`src/rtl/multi_rate_clk_gen.sv`:
```
// Multi-channel programmable clock divider.
// Each channel counts 0..div_act on src_clk, toggling a 50% square wave at the
// terminal count and pulsing tick on the rising toggle. New divisors are staged
// in a per-channel shadow and only swapped in at a terminal count (or right away
// when the channel is off, or on sync_clr), so a period is never truncated.

module multi_rate_clk_gen_ch #(
  parameter int               CNT_W   = 24,
  parameter logic [CNT_W-1:0] DIV_RST = '0
) (
  input  logic             src_clk,
  input  logic             src_rst_n,
  input  logic             enable,
  input  logic             sync_clr,
  input  logic             load_acc,
  input  logic [CNT_W-1:0] load_div,
  output logic             pending,
  output logic             clk_out,
  output logic             tick
);

  logic [CNT_W-1:0] cnt;
  logic [CNT_W-1:0] div_act;
  logic [CNT_W-1:0] shadow;
  logic             nxt_off;

  // a staged divisor of zero turns the channel off at the swap point
  assign nxt_off = pending && (shadow == '0);

  // counter, divided output, tick and divisor swap for one channel
  always_ff @(posedge src_clk or negedge src_rst_n) begin
    if (!src_rst_n) begin
      cnt     <= '0;
      clk_out <= 1'b0;
      tick    <= 1'b0;
      div_act <= DIV_RST;
      shadow  <= '0;
      pending <= 1'b0;
    end else begin
      tick <= 1'b0;
      if (sync_clr) begin
        // phase restart; anything already staged takes effect now
        cnt     <= '0;
        clk_out <= 1'b0;
        if (pending) begin
          div_act <= shadow;
          pending <= 1'b0;
        end
      end else if (div_act == '0) begin
        // channel off: held quiet, staged divisor applied without waiting for enable
        cnt     <= '0;
        clk_out <= 1'b0;
        if (pending) begin
          div_act <= shadow;
          pending <= 1'b0;
        end
      end else if (enable) begin
        if (cnt == div_act) begin
          cnt <= '0;
          if (pending) begin
            div_act <= shadow;
            pending <= 1'b0;
          end
          if (nxt_off) begin
            clk_out <= 1'b0;
          end else begin
            clk_out <= ~clk_out;
            tick    <= ~clk_out;
          end
        end else if (cnt > div_act) begin
          // defensive: never let the count run past the divisor
          cnt <= '0;
        end else begin
          cnt <= cnt + CNT_W'(1);
        end
      end
      // an accept in this cycle always lands in the shadow and stays staged,
      // even when the swap above consumed the previous staged value
      if (load_acc) begin
        shadow  <= load_div;
        pending <= 1'b1;
      end
    end
  end

endmodule

module multi_rate_clk_gen #(
  parameter int                        NUM_CH   = 2,
  parameter int                        CNT_W    = 24,
  parameter logic [NUM_CH*CNT_W-1:0]   DIV_INIT = {NUM_CH{24'd12500000}},
  localparam int                       CH_W     = (NUM_CH > 1) ? $clog2(NUM_CH) : 1
) (
  input  logic              src_clk,
  input  logic              src_rst_n,
  input  logic              enable,
  input  logic              sync_clr,
  input  logic              load_valid,
  input  logic [CH_W-1:0]   load_ch,
  input  logic [CNT_W-1:0]  load_div,
  output logic              load_ready,
  output logic [NUM_CH-1:0] clk_out,
  output logic [NUM_CH-1:0] tick
);

  logic [NUM_CH-1:0] pending;
  logic [NUM_CH-1:0] load_acc;

  // ready follows the addressed channel; out-of-range channels always accept (and drop)
  always_comb begin
    load_ready = 1'b1;
    for (int i = 0; i < NUM_CH; i++) begin
      if (load_ch == CH_W'(i)) load_ready = ~pending[i];
    end
  end

  // one-hot accept strobe per channel
  always_comb begin
    load_acc = '0;
    for (int i = 0; i < NUM_CH; i++) begin
      load_acc[i] = load_valid && load_ready && (load_ch == CH_W'(i));
    end
  end

  for (genvar i = 0; i < NUM_CH; i++) begin : g_ch
    multi_rate_clk_gen_ch #(
      .CNT_W   (CNT_W),
      .DIV_RST (DIV_INIT[i*CNT_W +: CNT_W])
    ) u_ch (
      .src_clk   (src_clk),
      .src_rst_n (src_rst_n),
      .enable    (enable),
      .sync_clr  (sync_clr),
      .load_acc  (load_acc[i]),
      .load_div  (load_div),
      .pending   (pending[i]),
      .clk_out   (clk_out[i]),
      .tick      (tick[i])
    );
  end

endmodule

```
`config.mk`:
```
export PLATFORM = sky130hd
export DESIGN_NAME = multi_rate_clk_gen
export DESIGN_NICKNAME = d
export VERILOG_FILES = /design/src/rtl/multi_rate_clk_gen.sv
export SDC_FILE = /design/constraint.sdc
export NUM_CORES = 1
export LEC_CHECK = 0
export ABC_CLOCK_PERIOD_IN_PS = 4600
export BUFFER_PORTS_ARGS = -buffer_cell sky130_fd_sc_hd__buf_4
export CAP_MARGIN = 20
export CELL_PAD_IN_SITES_DETAIL_PLACEMENT = 0
export CELL_PAD_IN_SITES_GLOBAL_PLACEMENT = 1
export CORE_MARGIN = 2
export CORE_UTILIZATION = 44
export DETAILED_ROUTE_END_ITERATION = 8
export PLACE_DENSITY_LB_ADDON = 0.3
export SETUP_SLACK_MARGIN = 0.2
export SLEW_MARGIN = 20
export SYNTH_ARGS = -nofsm -noshare
export SYNTH_HDL_FRONTEND = slang
export SYNTH_SLANG_ARGS = --single-unit
```
`constraint.sdc`:
```
create_clock -name src_clk -period 4.6 [get_ports src_clk]
set_input_delay 0.46 -clock src_clk [delete_from_list [all_inputs] [get_ports src_clk]]
set_output_delay 0.46 -clock src_clk [all_outputs]
set_load 0.05 [all_outputs]
```
==> metrics.txt <==
number of global-route vias before repair=6,016; CP Cell Sequence=inv_1 -> ha_1 -> a21oi_1 -> o21ai_1 -> a221o_1 -> a311oi_4 -> buf_4 -> nand3b_1 -> a31oi_1; initial antenna violation count=0; Antenna Nets Post-Route=0; Synth Area per Inst=10.64 um2; total CTS buffers=17; Yosys cell types=58; Critical Path Max Stage Delay=0.68 ns; relative slew slack=0.3778; MaxCap Viol Count=0; # DRC=0; register area share after synthesis=0.4642; power per cell area=464.5 mW/mm2; Worst R2R Start=g_ch[0].u_ch.div_act[15]; Routed wire per std cell=18.73 um; Slowest-stage cell, CP=a311oi_4; switching share of power=0.3246; largest net degree at the start of global routing=120; Crit path required time=4.94 ns; top_reg_cell synth=dfrtp_1; Leak=4.083 nW; Detailed Route Iter0 Violations=346; crit path launch=g_ch[0].u_ch.div_act[15]; Max FO, Critical Path=26; clk_skew=0.009471 ns; DP Wirelength=14,250 um; Final nets=873; GRT overflow=0; Hold Fails Final Rpt=0; port bufs=34; crit start category=register; share of cells above drive strength 1=0.2543; Tmin final=3.064 ns; drt via density=5.842; Die Y=140.1 um; first-pass GRT wire length=31,960 um; post-synthesis cell area=0.008152 mm2; FFs w/ async S/R, synth=1.000; CTS H-tree lvls=4; setup_tns=0 ns; RSZ-0062 raised after global routing=no; IO Count=35; clk slew on worst S/H paths=0.07 ns; Worst VDD drop=0.2781 mV; antenna fix cells=0; vias after detailed routing=6,046; post-CTS sizing=0; TritonCTS clock tree=done; row count=49; most frequent cells in the layout=126 x dfrtp_1, 69 x mux2_2, 59 x nand2_1, 58 x inv_1, 50 x ha_1; Critical Path AT=3.41 ns; period utilization=0.6660; Worst Path Buf+Inv=2; Comb pwr share=0.203; WHS=0.1548 ns; most common cell after layout, fill and taps aside=dfrtp_1; Post-CTS Hold Buffers=0; Syn Nets=846; kind of critical path=register to register; # Post-CTS Setup Buffers=0; largest buffer count on any clock path=2; EDFF count, synth=0; fmax=0.3264 GHz; drt total wl=19,390 um; Clock Sinks=150; placer congestion estimate=0.8344; Seq pwr share=0.469; Area Overhead vs Synth=12.92%; DIE AREA=0.01963 mm2; Clock power frac=0.329; Pins Over Slew Limit=0; top cell family by delay on the critical path=compound AO/OA/AOI/OAI gates; Min-Delay Path Class=primary input to asynchronous set/reset pin; area of the core=0.01809 mm2; Synth Register Bits=150; Psw=1.388 mW; die width=140.1 um; final-report setup violation count=0; Synth Warn #=0; Power Internal=2.888 mW; status=finished clean; root buf cell=clkbuf_16; drt first pass iters=5; clk_lat worst skew=0.43 ns; Syn Inst Count=766; Total Routing Usage GR=0.2059; Initial Util=0.4507; slew of the pin with the lowest slew margin=0.9333 ns; Layout fillers=1,597; crit path capture type=register
## metal layers
layer	routed length, um	vias to the layer above	part of all wire	track usage
met5	0	-	0	0
met4	322	0	0.017	0.05848
met3	601	27	0.031	0.04103
met2	9376	121	0.48	0.3339
met1	9088	3047	0.47	0.2830
li1	-	2851	-	-
## worst paths after layout
| kind | end | slack (ns) | cells after the start |
|---|---|---|---|
| max | g_ch[0].u_ch.cnt[2] | 1.54 | 9 |
| min | g_ch[1].u_ch.cnt[18] | 0.15 | 1 |
| max reg2reg | g_ch[0].u_ch.cnt[2] | 1.54 | 9 |
| min reg2reg | g_ch[1].u_ch.tick | 0.48 | 1 |
| max in group asynchronous | g_ch[0].u_ch.cnt[17] | 3.47 | 2 |
| min in group src_clk | g_ch[1].u_ch.shadow[13] | 0.27 | 2 |
## Yosys cell counts, types with 2 or more instances
cell type / number / area [um2]
dfrtp_1: 126 / 3153
mux2_2: 69 / 777.0
nand2_1: 59 / 221.5
inv_1: 58 / 217.7
ha_1: 50 / 625.6
nand3_1: 49 / 245.2
nor2_1: 39 / 146.4
a21oi_1: 30 / 150.1
dfstp_2: 24 / 630.6
nor4_1: 24 / 150.1
nor3_1: 22 / 110.1
mux2_4: 20 / 300.3
nand4_1: 20 / 125.1
a31oi_1: 18 / 112.6
o21ai_0: 18 / 90.09
clkbuf_1: 16 / 60.06
a22o_1: 10 / 87.58
buf_2: 8 / 40.04
and3_1: 7 / 43.79
mux2_1: 7 / 78.83
o211ai_1: 7 / 52.55
xnor2_1: 7 / 61.31
or4_1: 6 / 45.04
a21o_1: 5 / 37.54
and4_1: 5 / 43.79
buf_4: 5 / 37.54
nor2b_1: 5 / 31.28
nor4_2: 5 / 62.56
a31o_2: 3 / 26.28
nor2_2: 3 / 18.77
nor4b_1: 3 / 26.28
o21ai_1: 3 / 15.01
a211o_1: 2 / 17.52
a221o_1: 2 / 20.02
a22oi_1: 2 / 15.01
buf_12: 2 / 40.04
nand2b_1: 2 / 12.51
nand3b_1: 2 / 15.01
nor3b_1: 2 / 15.01
o21bai_1: 2 / 15.01
xor2_1: 2 / 17.52
## power groups by stage
stage	sequential [mW]	combinational [mW]	clock (mW)
4_1_cts	2.00	0.876	1.43
3_3_place_gp	2.01	0.823	0
2_1_floorplan	1.87	0.687	0
6_report	2.00	0.867	1.41
5_1_grt	2.04	0.975	1.50
3_5_place_dp	2.03	0.870	0
## sequential cells by signal, summed over array words and instances, names as in the netlist
signal,flops
g_ch.u_ch.clk_out,2
g_ch.u_ch.cnt,48
g_ch.u_ch.div_act,48
g_ch.u_ch.pending,2
g_ch.u_ch.shadow,48
g_ch.u_ch.tick,2
## stage by stage
stage	power [mW]	util	setup slack (ns)	instance area (um2)	std cells
global route	4.514	0.5090	1.324	9205	1035
CTS	4.312	0.5088	1.536	9203	1035
global placement	2.832	0.4743	1.631	8578	1003
detailed placement	2.897	0.4743	1.539	8578	1003
finish	4.275	0.5090	1.536	9205	1035
floorplan	2.554	-	2.139	8152	766
## cell type report
type / count / area [um2] / share of cell area
Multi-Input combinational cell: 525 / 3983 / 0.4326
Tap cell: 229 / 286.5 / 0.03113
Clock buffer: 17 / 425.4 / 0.04621
Clock inverter: 15 / 198.9 / 0.02161
Sequential cell: 150 / 3784 / 0.4110
Timing Repair Buffer: 40 / 306.5 / 0.03330
Inverter: 59 / 221.5 / 0.02406
## logic make-up (layout without fill, tap and decap cells)
logic type | Yosys count | in the layout | synth area share
AO/OA/AOI/OAI | 110 | 110 | 0.08780
XOR/XNOR | 9 | 9 | 0.009671
adder cells (fa/ha/maj) | 50 | 50 | 0.07675
buffers and inverters | 91 | 131 | 0.05035
flip-flops | 150 | 150 | 0.4642
multiplexers | 97 | 97 | 0.1431
AND/OR/NAND/NOR | 259 | 259 | 0.1682
(Power assumes the default switching activity.)
